`config.mk`:
```
export PLATFORM = sky130hd
export DESIGN_NAME = vote_tally_uart_tx
export DESIGN_NICKNAME = d
export VERILOG_FILES = /design/src/rtl/vote_tally_uart_tx.sv
export SDC_FILE = /design/constraint.sdc
export NUM_CORES = 1
export LEC_CHECK = 0
export ABC_AREA = 1
export CORE_UTILIZATION = 57
export CTS_CLUSTER_DIAMETER = 120
export DETAILED_ROUTE_END_ITERATION = 6
export PLACE_DENSITY = 0.88
export SYNTH_ARGS = -nofsm -noshare
export SYNTH_HDL_FRONTEND = slang
export SYNTH_SLANG_ARGS = --single-unit
```
`constraint.sdc`:
```
create_clock -name clock -period 3.4 [get_ports clock]
set_clock_uncertainty 0.2 [all_clocks]
set_input_delay 0.68 -clock clock [delete_from_list [all_inputs] [get_ports clock]]
set_output_delay 0.68 -clock clock [all_outputs]
set_load 0.01 [all_outputs]
```
`src/rtl/vote_tally_uart_tx.sv`:
```
// Snapshots four 8-bit vote tallies and sends them as one 8N1 UART frame:
// HEADER, c1..c4, checksum, with no idle gap between the six bytes.
module vote_tally_uart_tx #(
    parameter int          CLKS_PER_BIT = 10,
    parameter logic [7:0]  HEADER       = 8'hA5
) (
    input  logic       clock,
    input  logic       reset,
    input  logic       mode,
    input  logic       start,
    input  logic [7:0] cand1_count,
    input  logic [7:0] cand2_count,
    input  logic [7:0] cand3_count,
    input  logic [7:0] cand4_count,
    output logic       tx,
    output logic       busy,
    output logic       done
);

    localparam logic [1:0] IDLE      = 2'd0;
    localparam logic [1:0] START_BIT = 2'd1;
    localparam logic [1:0] DATA_BITS = 2'd2;
    localparam logic [1:0] STOP_BIT  = 2'd3;

    localparam logic [15:0] LAST_TICK = 16'(CLKS_PER_BIT - 1);

    logic [1:0]  r_state;
    logic [15:0] r_timer;
    logic [2:0]  r_bit_idx;
    logic [2:0]  r_byte_idx;
    logic [7:0]  r_shift;
    logic [7:0]  r_c1, r_c2, r_c3, r_c4, r_sum;
    logic        r_tx, r_busy, r_done;

    logic [7:0]  w_byte;
    logic        w_bit_end;

    assign w_bit_end = (r_timer == LAST_TICK);

    always_comb begin
        w_byte = HEADER;
        case (r_byte_idx)
            3'd1:    w_byte = r_c1;
            3'd2:    w_byte = r_c2;
            3'd3:    w_byte = r_c3;
            3'd4:    w_byte = r_c4;
            3'd5:    w_byte = r_sum;
            default: w_byte = HEADER;
        endcase
    end

    always_ff @(posedge clock) begin
        if (reset) begin
            r_state    <= IDLE;
            r_timer    <= '0;
            r_bit_idx  <= '0;
            r_byte_idx <= '0;
            r_shift    <= '0;
            r_c1       <= '0;
            r_c2       <= '0;
            r_c3       <= '0;
            r_c4       <= '0;
            r_sum      <= '0;
            r_tx       <= 1'b1;
            r_busy     <= 1'b0;
            r_done     <= 1'b0;
        end else begin
            r_done <= 1'b0;
            case (r_state)
                IDLE: begin
                    if (start && mode) begin
                        r_c1       <= cand1_count;
                        r_c2       <= cand2_count;
                        r_c3       <= cand3_count;
                        r_c4       <= cand4_count;
                        r_sum      <= cand1_count + cand2_count + cand3_count + cand4_count;
                        r_byte_idx <= '0;
                        r_timer    <= '0;
                        r_state    <= START_BIT;
                        r_tx       <= 1'b0;
                        r_busy     <= 1'b1;
                    end
                end
                START_BIT: begin
                    if (w_bit_end) begin
                        // Load the byte here so the data bits shift out LSB first.
                        r_timer   <= '0;
                        r_bit_idx <= '0;
                        r_tx      <= w_byte[0];
                        r_shift   <= {1'b0, w_byte[7:1]};
                        r_state   <= DATA_BITS;
                    end else begin
                        r_timer <= r_timer + 16'd1;
                    end
                end
                DATA_BITS: begin
                    if (w_bit_end) begin
                        r_timer <= '0;
                        if (r_bit_idx == 3'd7) begin
                            r_tx    <= 1'b1;
                            r_state <= STOP_BIT;
                        end else begin
                            r_bit_idx <= r_bit_idx + 3'd1;
                            r_tx      <= r_shift[0];
                            r_shift   <= {1'b0, r_shift[7:1]};
                        end
                    end else begin
                        r_timer <= r_timer + 16'd1;
                    end
                end
                STOP_BIT: begin
                    if (w_bit_end) begin
                        r_timer <= '0;
                        if (r_byte_idx < 3'd5) begin
                            r_byte_idx <= r_byte_idx + 3'd1;
                            r_tx       <= 1'b0;
                            r_state    <= START_BIT;
                        end else begin
                            r_state <= IDLE;
                            r_busy  <= 1'b0;
                            r_done  <= 1'b1;
                        end
                    end else begin
                        r_timer <= r_timer + 16'd1;
                    end
                end
                default: r_state <= IDLE;
            endcase
        end
    end

    assign tx   = r_tx;
    assign busy = r_busy;
    assign done = r_done;

endmodule
```
==> summary.txt <==
Clock tree
  – Root buf cell: clkbuf_8
  – CTS Buf Count: 9
  – Num Clock Sinks: 74
  – Reg clk slew, reported paths: approximately 0.07 ns
  – CTS tree: built
  – Clock Tree Buf Depth: 2
  – H-tree Lvls: 3
  – Hold-fix buffers at CTS: 0
  – Clk Latency, worst-skew pair: 0.35 ns

Cells and area
  – Multi-input gate area: 2430 um2
  – Commonest non-fill, non-tap cell in the layout: nand2_1
  – Register area: roughly 1500 um2
  – Fill cells: 581
  – Area Growth Syn to Fin: 20.3%
  – Net count, final: 732
  – Most frequent cells in the layout: nand2_1, inv_1, dfxtp_1
  – Antenna cells: 0
  – Non-Filler Instances: between 700 and 800
  – Share of post-route cells with drive strength above 1: roughly an eighth

Synth
  – Synth cell types: 38
  – Xor/xnor cell area share of the yosys netlist: 1.02%
  – Sequential-to-total area share from yosys stat: 34.4%
  – Post-synthesis simple-gate area fraction: between 20% and 30%
  – Mean Syn Cell Area: roughly 7.1 um2
  – FF+latch count, synth: 74
  – Multiplexer area fraction after synthesis: 0%
  – Post-Synth Adder-Cell Area: 12.6%
  – Post-Syn Area: between 4000 and 5000 um2
  – Combinational family with the most area after synthesis: simple AND/OR/NAND/NOR gates
  – Cells after Synth: about 600
  – Yosys synthesis warning count: 0
  – Net count after synthesis: between 600 and 700
  – Compound-Gate Fraction of Synth Area: about 16%

Run
  – Max-Cap Viols: 0

Critical path
  – Worst setup endpoint: r_sum[4]
  – CP max stage cell: fa_1
  – Crit. End Element: flop
  – Critical path's largest stage delay: around 0.58 ns
  – Cell breakdown of the critical path: clkdlybuf4s50_1, fa_1, fa_1, buf_4, ha_1, nand2_1, nor2_1, nor2_1, or2_2, nand3_1, o211ai_1, inv_1
  – Crit path launch: cand3_count[2]
  – Crit-path max FO: 2
  – Bufs and invs on worst path: 3
  – Worst Setup Path Type: in2reg
  – Crit path DAT: roughly 3.4 ns
  – Reg2Reg Launch Point: r_state[0]
  – WP data required: ~3.5 ns
  – Worst Reg-to-Reg Cells: 9
  – Reg-to-reg endpoint: r_shift[2]
  – Startpoint types: input pin
  – Critical path depth: 12
  – CP delay by family, top: adder cells
  – Reg2reg setup slack: approximately 1.3 ns

Global routing
  – Antenna violations before repair: 0
  – Vias in the first global route: 4173
  – Pin count of the biggest net entering global routing: between 60 and 70
  – Global route total overflow: 0
  – Tot GR Track Use: a little under a third
  – Global-route wire length before repair: between 15000 and 20000 um

STA
  – Slew Limit Fails: 0
  – Minimum clock period: about 3.3 ns
  – Final setup vio count: 0
  – Hold_ws: 0.252 ns
  – RSZ-0062 raised after global routing: false
  – Crit share post-route: a little over nine tenths
  – Max frequency: between 0.3 and 0.4 GHz
  – Slew Limit Headroom: between 50% and 60%
  – Worst-margin pin slew: around 0.64 ns
  – Fin. Hold Viols: 0

Die
  – Row Count: 31
  – Die area: 7920 um2
  – Ports: 39
  – Core ar.: 7290 um2
  – Die H: 89.0 um
  – Initial core utilization: between 50% and 60%
  – Die span in x: 89.0 um

Route
  – TritonRoute pass-1 iters: 5
  – Remaining DRCs: 0
  – Final Routed Wirelength: between 10000 and 15000 um
  – Routed vias/inst: approximately 5.5
  – Antenna viol nets, final: 0
  – Vias: between 4000 and 5000
  – First DRT Iteration DRCs: about 270
  – WL per Instance: about 14 um

Worst hold path
  – Class of the worst hold path: reg2reg

Power and ir drop
  – PD cells: 538 nW/um2
  – Peak VDD IR: approximately 0.00034 V
  – LEAKAGE: approximately 0.0023 uW

Placed design
  – Port Buf Inserts: 38
  – Final HPWL DP: about 7600 um
  – Placer Congestion: between 0.8 and 0.9
  – Placed Instances: 747

Outcome
  – Status: completed
[synth_stat cells]
library cell	n	share of area, %
o211a_1	1	0.23
nand3b_1	3	0.52
nand2_2	4	0.58
o211ai_1	3	0.52
inv_1	87	7.6
or2_2	1	0.15
a21oi_1	50	5.8
nor3_1	4	0.46
nand3_2	1	0.23
buf_2	5	0.58
xnor2_1	1	0.20
nand4_1	8	1.2
fa_1	14	6.5
o21ai_0	55	6.4
nor3b_2	2	0.58
a31oi_1	1	0.15
nor3b_1	1	0.17
clkbuf_1	9	0.78
buf_6	3	0.78
nor2_1	69	6.0
nor3_2	3	0.70
o21bai_1	2	0.35
o21ai_1	9	1.0
buf_1	2	0.17
a21oi_2	2	0.41
ha_1	21	6.1
nor4_1	1	0.15
nand2_4	2	0.52
xor2_1	4	0.81
nor2_2	6	0.87
o21a_1	3	0.52
a21o_1	1	0.17
nor2_4	1	0.26
dfxtp_1	74	34
nand3_1	27	3.1
nand2_1	118	10
inv_2	4	0.35
o22ai_1	3	0.44
[layout make-up]
cell class,count,share of cell area [%]
clock buffer,11,2.73
clock inverter,5,1.50
tap,99,2.39
sequential,74,28.6
multi-input combinational,421,46.8
inverter,91,6.58
timing repair buffer,64,11.5
[routing by layer]
metal	share of wire [%]	GRT usage, %	up-vias	routed length, um
met5	0	0	-	0
met4	2.9	15.2	0	313
met3	5.8	6.46	40	616
met2	50	52.8	173	5330
met1	41	35.2	1952	4420
li1	-	-	2057	-
[how the worst min path moves through the flow]
stage          startpoint      end  slack [ns]  cells after the start
4_1_cts           r_c1[2]  r_c1[2]        0.25                      2
5_1_grt           r_c1[2]  r_c1[2]        0.28                      2
2_1_floorplan     r_c1[2]  r_c1[2]        0.22                      2
3_5_place_dp      r_c1[2]  r_c1[2]        0.24                      2
3_3_place_gp         busy     busy        0.23                      2
6_report          r_c1[2]  r_c1[2]        0.25                      2
[logic make-up (layout without fill, tap and decap cells)]
kind of cell / count (synthesis) / in the layout
XOR/XNOR: 5 / 5
AND/OR/NAND/NOR: 251 / 251
buffers and inverters: 110 / 171
adder cells (fa/ha/maj): 35 / 35
flip-flops: 74 / 74
AO/OA/AOI/OAI: 130 / 130
[sequential cells by signal (all words and copies together), names as in the netlist]
register and flops:
r_c2 8, r_bit_idx 3, r_c1 8, r_state 2
tx 1, r_c3 8, r_sum 8, done 1
r_timer 16, r_byte_idx 3, busy 1, r_c4 8
r_shift 7
[where the power goes]
part           total [uW]  switching (uW)  leakage (uW)  internal, uW
registers            1060            75.6      0.000604           982
clock network         761             330      0.000109           431
logic                 972             590       0.00161           382
[what timing repair did]
| item | in CTS | in global routing |
|---|---|---|
| setup endpoints to repair | 2 | 4 |
| pin swaps | 4 | 11 |
| setup buffers | 1 | 1 |
| resized for setup | 5 | 10 |
[stage by stage]
stage | power, uW | utilization, % | worst slack [ns] | cell area, um2 | setup TNS (ns)
after detailed placement | 1990 | 67.4 | -0.446 | 4910 | -1.42
after global routing | 2970 | 71.1 | 0.00171 | 5190 | 0
after floorplan | 1710 | - | 0.209 | 4310 | 0
final | 2790 | 71.1 | 0.138 | 5190 | 0
after CTS | 2750 | 70.7 | 0.0161 | 5150 | 0
after global placement | 1930 | 67.4 | -0.367 | 4910 | -0.981
[tightest hold or removal path, cell delays in order, from the launching register on]
cell and delay (ns):
dfxtp_1 0.30, inv_1 0.05, a21oi_1 0.05
Note: power is estimated with default switching activity, not from simulation.
